**config.mk**
```make
export PLATFORM = sky130hd
export DESIGN_NAME = gain_mac_uni_param
export DESIGN_NICKNAME = d
export VERILOG_FILES = /design/src/rtl/gain_mac_uni_param.sv
export SDC_FILE = /design/constraint.sdc
export NUM_CORES = 1
export LEC_CHECK = 0
export CORE_MARGIN = 2
export CORE_UTILIZATION = 55
export CTS_CLUSTER_SIZE = 10
export DETAILED_ROUTE_END_ITERATION = 8
export HOLD_SLACK_MARGIN = 0.12
export PLACE_DENSITY = 0.79
export RECOVER_POWER = 50
export SYNTH_ARGS = -nofsm -noshare
export SYNTH_HDL_FRONTEND = slang
export SYNTH_SLANG_ARGS = --single-unit
export TNS_END_PERCENT = 100
```
**constraint.sdc**
```tcl
create_clock -name clk -period 14.95 [get_ports clk]
set_input_delay 4.485 -clock clk [delete_from_list [all_inputs] [get_ports clk]]
set_output_delay 4.485 -clock clk [all_outputs]
set_load 0.01 [all_outputs]
```
**src/rtl/gain_mac_uni_param.sv**
```systemverilog
// Unipolar stochastic multiply-accumulate over N channels with 2^W-cycle
// bit-reversed streams; mode 0 mux-adds (sum/N), mode 1 counts every channel.
module gain_mac_uni_param #(
  parameter int N = 16,
  parameter int W = 8
) (
  input  logic                      clk,
  input  logic                      rst_n,
  input  logic                      start,
  input  logic                      mode,
  input  logic [N-1:0][W-1:0]       iA,
  input  logic [N-1:0][W-1:0]       iB,
  output logic                      busy,
  output logic                      done,
  output logic [W+$clog2(N)-1:0]    result,
  output logic                      oC
);

  localparam int L  = $clog2(N);
  localparam int AW = W + L;

  typedef enum logic [1:0] {S_IDLE, S_RUN, S_DONE} state_t;

  state_t                r_state;
  state_t                w_state_next;
  logic [N-1:0][W-1:0]   r_a;
  logic [N-1:0][W-1:0]   r_b;
  logic [N-1:0][W-1:0]   r_j;
  logic                  r_mode;
  logic [W-1:0]          r_k;
  logic [AW-1:0]         r_acc;
  logic [AW-1:0]         r_result;

  logic                  w_accept;
  logic                  w_last;
  logic [N-1:0]          w_abit;
  logic [N-1:0]          w_prod;
  logic [L-1:0]          w_sel;
  logic [AW-1:0]         w_pop;
  logic [AW-1:0]         w_add;
  logic [AW-1:0]         w_acc_next;

  function automatic logic [W-1:0] f_rev_w(input logic [W-1:0] x);
    for (int b = 0; b < W; b++) f_rev_w[b] = x[W-1-b];
  endfunction

  function automatic logic [L-1:0] f_rev_l(input logic [L-1:0] x);
    for (int b = 0; b < L; b++) f_rev_l[b] = x[L-1-b];
  endfunction

  // Both comparisons use the pre-increment k and j_i of this cycle.
  generate
    for (genvar gi = 0; gi < N; gi++) begin : g_chan
      assign w_abit[gi] = (r_a[gi] > f_rev_w(r_k));
      assign w_prod[gi] = w_abit[gi] & (r_b[gi] > f_rev_w(r_j[gi]));
    end
    if (L <= W) begin : g_sel_narrow
      assign w_sel = f_rev_l(r_k[L-1:0]);
    end else begin : g_sel_wide
      assign w_sel = f_rev_l({{(L-W){1'b0}}, r_k});
    end
  endgenerate

  always_comb begin
    w_pop = '0;
    for (int i = 0; i < N; i++) w_pop = w_pop + AW'(w_prod[i]);
  end

  assign w_add      = r_mode ? w_pop : AW'(w_prod[w_sel]);
  assign w_acc_next = r_acc + w_add;
  assign w_accept   = start && (r_state != S_RUN);
  assign w_last     = (r_k == {W{1'b1}});

  always_comb begin
    w_state_next = r_state;
    case (r_state)
      S_IDLE:  if (start) w_state_next = S_RUN;
      S_RUN:   if (w_last) w_state_next = S_DONE;
      S_DONE:  w_state_next = start ? S_RUN : S_IDLE;
      default: w_state_next = S_IDLE;
    endcase
  end

  always_ff @(posedge clk) begin
    if (!rst_n) begin
      r_state  <= S_IDLE;
      r_a      <= '0;
      r_b      <= '0;
      r_j      <= '0;
      r_mode   <= 1'b0;
      r_k      <= '0;
      r_acc    <= '0;
      r_result <= '0;
    end else begin
      r_state <= w_state_next;
      if (w_accept) begin
        r_a    <= iA;
        r_b    <= iB;
        r_mode <= mode;
        r_k    <= '0;
        r_j    <= '0;
        r_acc  <= '0;
      end else if (r_state == S_RUN) begin
        r_k   <= r_k + W'(1);
        r_acc <= w_acc_next;
        for (int i = 0; i < N; i++) r_j[i] <= r_j[i] + W'(w_abit[i]);
        // The last cycle's contribution goes straight into result.
        if (w_last) r_result <= w_acc_next;
      end
    end
  end

  assign busy   = (r_state == S_RUN);
  assign done   = (r_state == S_DONE);
  assign result = r_result;
  assign oC     = (r_state == S_RUN) ? w_prod[w_sel] : 1'b0;

endmodule
```
# Yosys cells after proc, flatten, opt, wreduce, memory -nomap -nowiden
# Index checks and enable logic that the tools add are counted.
# Widths: inputs -> output; s select.
[word_totals]
register_bits = 419
output_inout_bits = 15
[classes]
n_addsub = 33
magnitude_cmp = 33
eq_ne = 6
muxes = 8
bitwise = 18
n_reduce_logical = 5
[ops]
columns = ["operator", "n"]
rows = [
  ["$gt 8x8->1", 32],
  ["$add 8x1->8", 16],
  ["$add 12x1->12", 4],
  ["$and 1x1->1", 16],
  ["$add 11x1->12", 1],
  ["$add 12x12->12", 1],
  ["$mux 12", 1],
  ["$add 10x1->11", 1],
  ["$add 9x1->10", 1],
  ["$add 8x1->9", 1],
  ["$add 7x1->8", 1],
  ["$add 8x1->8 const B", 1],
  ["$eq 8x8->1 const B", 1],
  ["$add 6x1->7", 1],
  ["$add 5x1->6", 1],
  ["$pmux 2 s3", 1],
  ["$add 4x1->5", 1],
  ["$lt 4x5->1 const B", 1],
  ["$add 3x1->4", 1],
  ["$bmux 1 s4", 1],
  ["$mux 2", 2],
  ["$ne 2x1->1 const B", 2],
  ["$add 2x1->3", 1],
  ["$mux 1", 3],
  ["other kinds (10)", 11],
]

# Logic depth before layout (Yosys ltp)
# Gate-level depths: netlist of run 1.
[depth]
ltp_word = 19
ltp_mapped = 28

# Worst setup path before layout of run 1
# OpenSTA, ideal clock, no wires.
[synth_path]
path_kind = "register to output"
start = "register r_k[1]"
end = "output port oC"
t_arrival_ps = 2580
slack_ps = 7885
stages_incl_launch_ff = 11
n_path_buf = 1
cell_sequence = "dfxtp_1 -> clkbuf_1 -> inv_1 -> ha_1 -> nand4_1 -> a21oi_1 -> o22a_2 -> or4b_1 -> a41oi_2 -> nand3_1 -> a21oi_1"
[synth_between]
elab_chain_cells = 5
elab_cells_between_ends = 35
[synth_rtl]
columns = ["element", "line", "rtl"]
rows = [
  ["start: declaration", "30", "logic [W-1:0] r_k;"],
  ["start signal: assignment", "104", "r_k <= r_k + W'(1);"],
  ["$gt 8x8->1", "54", "assign w_abit[gi] = (r_a[gi] > f_rev_w(r_k));"],
  ["$and 1x1->1", "55", "assign w_prod[gi] = w_abit[gi] & (r_b[gi] > f_rev_w(r_j[gi]));"],
  ["$bmux 1 s4 *", "116", "assign oC = (r_state == S_RUN) ? w_prod[w_sel] : 1'b0;"],
  ["$mux 1 (implied by the code) *", "116", ""],
  ["$mux 1 *", "116", ""],
  ["end: declaration", "16", "output logic oC"],
]
# Every way passes the cells marked *; elsewhere a longest branch is shown, timed or not. The select of a mux whose other input is x is not followed.

# Worst setup path after layout of run 1
[layout_path]
start = "input port start"
end = "register r_acc[1]"
[layout_between]
elab_chain_cells = 2
[layout_rtl]
columns = ["element", "line", "rtl"]
rows = [
  ["start: declaration", "9", "input logic start,"],
  ["$logic_and 1x1->1", "71", "assign w_accept = start && (r_state != S_RUN);"],
  ["$reduce_or 2->1 (no source line)", "--", ""],
  ["end signal: assignment", "105", "r_acc <= w_acc_next;"],
  ["end: declaration", "31", "logic [AW-1:0] r_acc;"],
]
# No other way between the ends.
# A chain may end at the register's enable or synchronous reset.

==> results.ini, run 1 <==
[synth]
synth_cell_types=61
synth_edf_count=0
syn_inst=2768
synthesis.nets=3338
synth.largest_area_cell=dfxtp_1
async_flop_share_pct=0
synth_area_um2=22090
ys.warnings.count=0
ys_ff_latch=419
synth_common_cells=nand2_1, dfxtp_1, a21oi_1, ha_1, nor2_1
netlist_top_cells_area=dfxtp_1, ha_1, nand2_1, a21oi_1, xnor2_1
ys.flop_type=dfxtp_1
syn_avg_cell_area_um2=7.980
synthMostInstantiatedCell=nand2_1
seq_area_frac_synth_pct=37.97
synth.top_cell.area_share_pct=37.97

[setup_path]
crit_arrival_ns=10.94
critPathTopFamily=simple AND/OR/NAND/NOR gates
startpoint_type=primary input
r2r-start=r_k[2]
cp_data_required_time_ns=15.43
r2r_setup_slack_ns=7.56
worstSetupEndpointType=flop
path_common_cell=nand2_1
crit_type=in -> reg
reg2reg_depth=25
cpMaxStageDelayCell=nand2_1
slowest_delay_ns=2.24
rr_endpoint=result[10]
crit_chain=dlygate4sd3_1, nand2_1, nand2_1, buf_4, a211oi_1
critical_path.max_fanout=94
crit_buf_inv=2

[power_and_ir_drop]
vdd_ir_drop_max_v=0.00008542
p_leak_uw=0.01040
powerDensity_nw_per_um2=107.1

[sta]
post-route-worst-setup-slack_ns=4.490
hold_slack_ns=0.4534
tightest_slew_ns=3.196
fin_crit_sh_pct=69.96
fin_crit_ns=10.46
hold_viol=0
finalSetupTns_ns=0
slew_headroom_pct=-113.1
maxSlewViolCount=232
skew_ns=0.02477
rsz0062_at_grt=false
max_freq_ghz=0.09560
finalSetupViolCount=0

[grt]
grt_pass1_vias=19335
grt_use_total_pct=28.37
antenna_found_initial=0
grt_overflow=0
grt_max_degree=258
grt_first_pass_wirelength_um=95370

[min_path]
hold-path-cell-count=2
hold_class=reg -> reg
holdPathEnd=r_a[0]
hold_start=r_a[0]

[floorplan]
dieWidth_um=204.4
die-area_um2=41780
start_util_pct=55.60
rows=73
die_h_um=204.4
coreArea_um2=39730
ios=275

[routing]
firstDrtPassIters=5
wl_um=59120
drcViolationCount=0
vias_per_cell=5.525
vias=19432
drtIter0Drc=1376
antenna_left=0
routedWlPerCell_um=16.81

[place]
dpl.hpwl_um=42570
portBuffers=274
dp.cells=3458
place_congestion=0.8907
pre_cts_ws_ns=6.653

[clock_tree]
clock_sinks=419
cts.path.max_buffers=3
cts_hold_buf=0
cts-root-buf=clkbuf_16
clk_pin_slew_ns=0.05
cts_resized=0
htree_levels=2
cts_tree=done
postCtsSetupBuffers=0
numCtsBuffers=48
clock_latency_ns=0.59

[outcome]
outcome=finished, violations left
violations=capacitance limit, slew limit

[layout]
syn_to_final_growth_pct=19.62
stdcell_count=3517
drive_gt1_share_pct=2.841
multi_input_area_um2=12540
nFillCells=3247
num-nets-final=3553
n_antenna_cell=0
final-seq-area_um2=8388

[flow_run]
cap_violations=3

[cell families (layout without fill, tap and decap cells)]
family                     Yosys count  count (layout)  synth area share [%]
buffers and inverters              304             528                 5.285
DFF                                419             419                 37.97
muxes                                6               6                0.2719
adders and majority gates          310             310                 17.93
AOI/OAI and AO/OA                  532             532                 13.45
xor gates and xnor gates           119             119                 4.718
and+or+nand+nor                   1078            1078                 20.37
[layout by cell type, fill, tap and decap left out, drive strengths merged, types with 2 or more instances in the layout]
cell / instances
nor3: 26
mux2i: 6
o311ai: 3
o211ai: 32
nand4: 65
a31oi: 6
inv: 186
and2: 3
o21ai: 28
dlygate4sd3: 15
fa: 11
a211oi: 13
clkbuf: 58
a21oi: 406
ha: 299
or3: 5
nand4b: 3
o31ai: 2
a211o: 3
o22a: 3
buf: 10
o22ai: 9
clkdlybuf4s50: 259
xnor2: 94
nor2b: 32
or2: 5
nand2b: 3
nand3: 60
a2111oi: 8
dfxtp: 419
a21o: 9
and3: 4
nand2: 684
nor2: 183
xor2: 25
[through the flow]
step / utilization, % / area (um2) / total power (uW)
floorplan: - / 22090 / 1591
detailed placement: 63.29 / 25150 / 1810
finish: 66.51 / 26420 / 2829
CTS: 66.57 / 26450 / 2843
global placement: 63.29 / 25150 / 1784
global route: 66.51 / 26420 / 2971
[layout make-up]
cell class / instances / share of cell area, %
repair buffers: 285 / 10.72
multi-input cells: 2045 / 47.47
inverters: 184 / 2.642
well taps: 525 / 2.486
clock buffers: 57 / 4.868
flip-flops and latches: 419 / 31.74
clock inverters: 2 / 0.06629
[where the power goes]
group | switching (uW) | internal, uW | leakage (uW)
clock | 440 | 595 | 0.000640
combinational | 338 | 258 | 0.00634
sequential | 34.1 | 1160 | 0.00342
total | 811 | 2020 | 0.0104
[flip-flops by register name, summed over array words and instances, names as in the netlist]
signal and count:
r_b 128, result 12, r_state 2, r_mode 1, r_j 128, r_acc 12
r_a 128, r_k 8
[metal layers]
| layer | vias to the layer above | part of all wire [%] | wire length (um) | track usage (%) |
|---|---|---|---|---|
| met5 | - | 0 | 0 | 0 |
| met1 | 9057 | 43 | 25250 | 35.05 |
| met3 | 125 | 5.6 | 3295 | 4.257 |
| met2 | 563 | 48 | 28670 | 49.71 |
| li1 | 9687 | - | - | - |
| met4 | 0 | 3.2 | 1898 | 10.82 |
[worst register-to-register path: cells and delay by family, from the launching register on]
family          cells  cell delay [ns]
compound gates      6             1.42
xor+xnor            2             0.37
fa+ha+maj           8             3.40
buf+inv             3             0.62
flops               1             0.54
simple gates        6             0.86
[worst max-delay path by stage]
stage / slack (ns) / start / cells after the start / to
6_report: 4.49 / start / 5 / r_acc[1]
5_1_grt: 3.84 / start / 5 / r_acc[1]
2_1_floorplan: 7.88 / r_k[1] / 10 / oC
3_5_place_dp: 6.65 / r_k[2] / 10 / oC
4_1_cts: 6.02 / r_k[2] / 10 / oC
3_3_place_gp: 6.75 / r_k[2] / 10 / oC
(Power assumes the default switching activity.)
==> run 2, diff against run 1 <==
clock period = 10 ns   (was 14.95 ns; I/O delays follow)
==> results.ini, run 2 (same netlist as run 1, synthesis figures left out) <==
[outcome]
outcome=finished, violations left
violations=capacitance limit, slew limit

[sta]
finalSetupViolCount=0
max_freq_ghz=0.1258
fin_crit_sh_pct=79.51
slew_headroom_pct=-67.70
hold_viol=0
skew_ns=0.02239
fin_crit_ns=7.951
maxSlewViolCount=369
tightest_slew_ns=2.515
finalSetupTns_ns=0
rsz0062_at_grt=false
post-route-worst-setup-slack_ns=2.049

[min_path]
hold_start=r_b[48]
hold_class=reg -> reg

[setup_path]
cpMaxStageDelayCell=nand2_1
startpoint_type=primary input
worstSetupEndpointType=flop
cp_data_required_time_ns=10.37
crit_chain=dlygate4sd3_1, nand2_1, nand2_1, clkbuf_2, nor2_1
slowest_delay_ns=2.03
crit_start=start
crit_type=in -> reg
critical_path.max_fanout=88
r2r-start=r_k[2]
critPathTopFamily=simple AND/OR/NAND/NOR gates
crit_buf_inv=2
path_common_cell=nand2_1
crit_arrival_ns=8.32

[routing]
firstDrtPassIters=5
wl_um=58490
vias=19608
vias_per_cell=5.572
drcViolationCount=0
antenna_left=0
drtIter0Drc=1142
routedWlPerCell_um=16.62

[clock_tree]
cts_resized=0
cts.path.max_buffers=3
clock_sinks=419
htree_levels=2
clk_pin_slew_ns=0.05
clock_latency_ns=0.59
numCtsBuffers=48
cts_hold_buf=0
postCtsSetupBuffers=0
cts-root-buf=clkbuf_16
cts_tree=done

[floorplan]
coreArea_um2=39730
dieWidth_um=204.4
rows=73
start_util_pct=55.60
die-area_um2=41780
ios=275
die_h_um=204.4

[grt]
antenna_found_initial=2
grt_pass1_vias=19715
grt_overflow=0
grt_use_total_pct=28.02
grt_first_pass_wirelength_um=94880
grt_max_degree=148

[power_and_ir_drop]
p_leak_uw=0.01040
seq_power_share_pct=42.6
vdd_ir_drop_max_v=0.0001128
p_int_uw=3006
comb_power_share_pct=21.1
p_switching_uw=1195
p_clk_share_pct=36.3
powerDensity_nw_per_um2=159.1
netSwitchingFraction_pct=28.45

[layout]
final_common_cell=nand2_1
syn_to_final_growth_pct=19.55
n_antenna_cell=0
nFillCells=3243
drive_gt1_share_pct=2.872
most-common-layout-cells=nand2_1, dfxtp_1, a21oi_1
multi_input_area_um2=12540
final-seq-area_um2=8388
largest_registers=r_a x128, r_b x128, r_j x128
num-nets-final=3556

[place]
place_congestion=0.8870
dpl.hpwl_um=42570
portBuffers=274
pre_cts_ws_ns=2.994

[flow_run]
cap_violations=5

## run 2: cell count changes in the layout (fill, tap and decap cells not counted), sizes merged
cell	delta
buf	+2
inv	-2
clkbuf	+2
## run 2: cell type report
cell class / instances / share of cell area (%)
Tap cell: 525 / 2.487
Timing Repair Buffer: 288 / 10.76
Sequential cell: 419 / 31.76
Clock buffer: 58 / 4.847
Multi-Input combinational cell: 2045 / 47.49
Inverter: 184 / 2.644
## run 2: stage by stage
step / hold WS (ns) / util (%) / instances / cell area [um2] / power [uW]
final: 0.4543 / 66.47 / 3519 / 26410 / 4202
after global routing: 0.4740 / 66.47 / 3519 / 26410 / 4415
after CTS: 0.4541 / 66.57 / 3519 / 26450 / 4223
after detailed placement: 0.4465 / 63.34 / 3461 / 25170 / 2703
after global placement: 0.4442 / 63.34 / 3461 / 25170 / 2665
after floorplan: 0.4363 / - / 2768 / 22090 / 2378
## run 2: worst paths after layout
kind              cells after the start  slack, ns          to
hold / removal                        2       0.45     r_b[48]
hold reg to reg                       2       0.45     r_b[48]
setup reg to reg                     26       2.92  result[11]
setup / recovery                      5       2.05     r_j[34]
## run 2: per-layer routing
metal	part of all wire, %	global-route usage (%)	vias to the layer above	wire (um)
li1	-	-	9697	-
met1	42	34.46	9201	24740
met2	48	47.75	553	27890
met3	6.0	5.293	155	3499
met4	4.0	12.22	2	2359
met5	0.012	0	-	7
## run 2: power groups by stage
| stage | registers [uW] | logic, uW | clock network (uW) |
|---|---|---|---|
| after floorplan | 1810 | 573 | 0 |
| after global placement | 1820 | 844 | 0 |
| after detailed placement | 1820 | 880 | 0 |
| after CTS | 1790 | 887 | 1550 |
| after global routing | 1800 | 1000 | 1620 |
| final | 1790 | 888 | 1520 |
## run 2: worst min-delay path, delay by kind of cell, from the launching register on
family,cells,cell delay (ns)
flip-flops,1,0.30
AND/OR/NAND/NOR,1,0.05
AO/OA/AOI/OAI,1,0.05
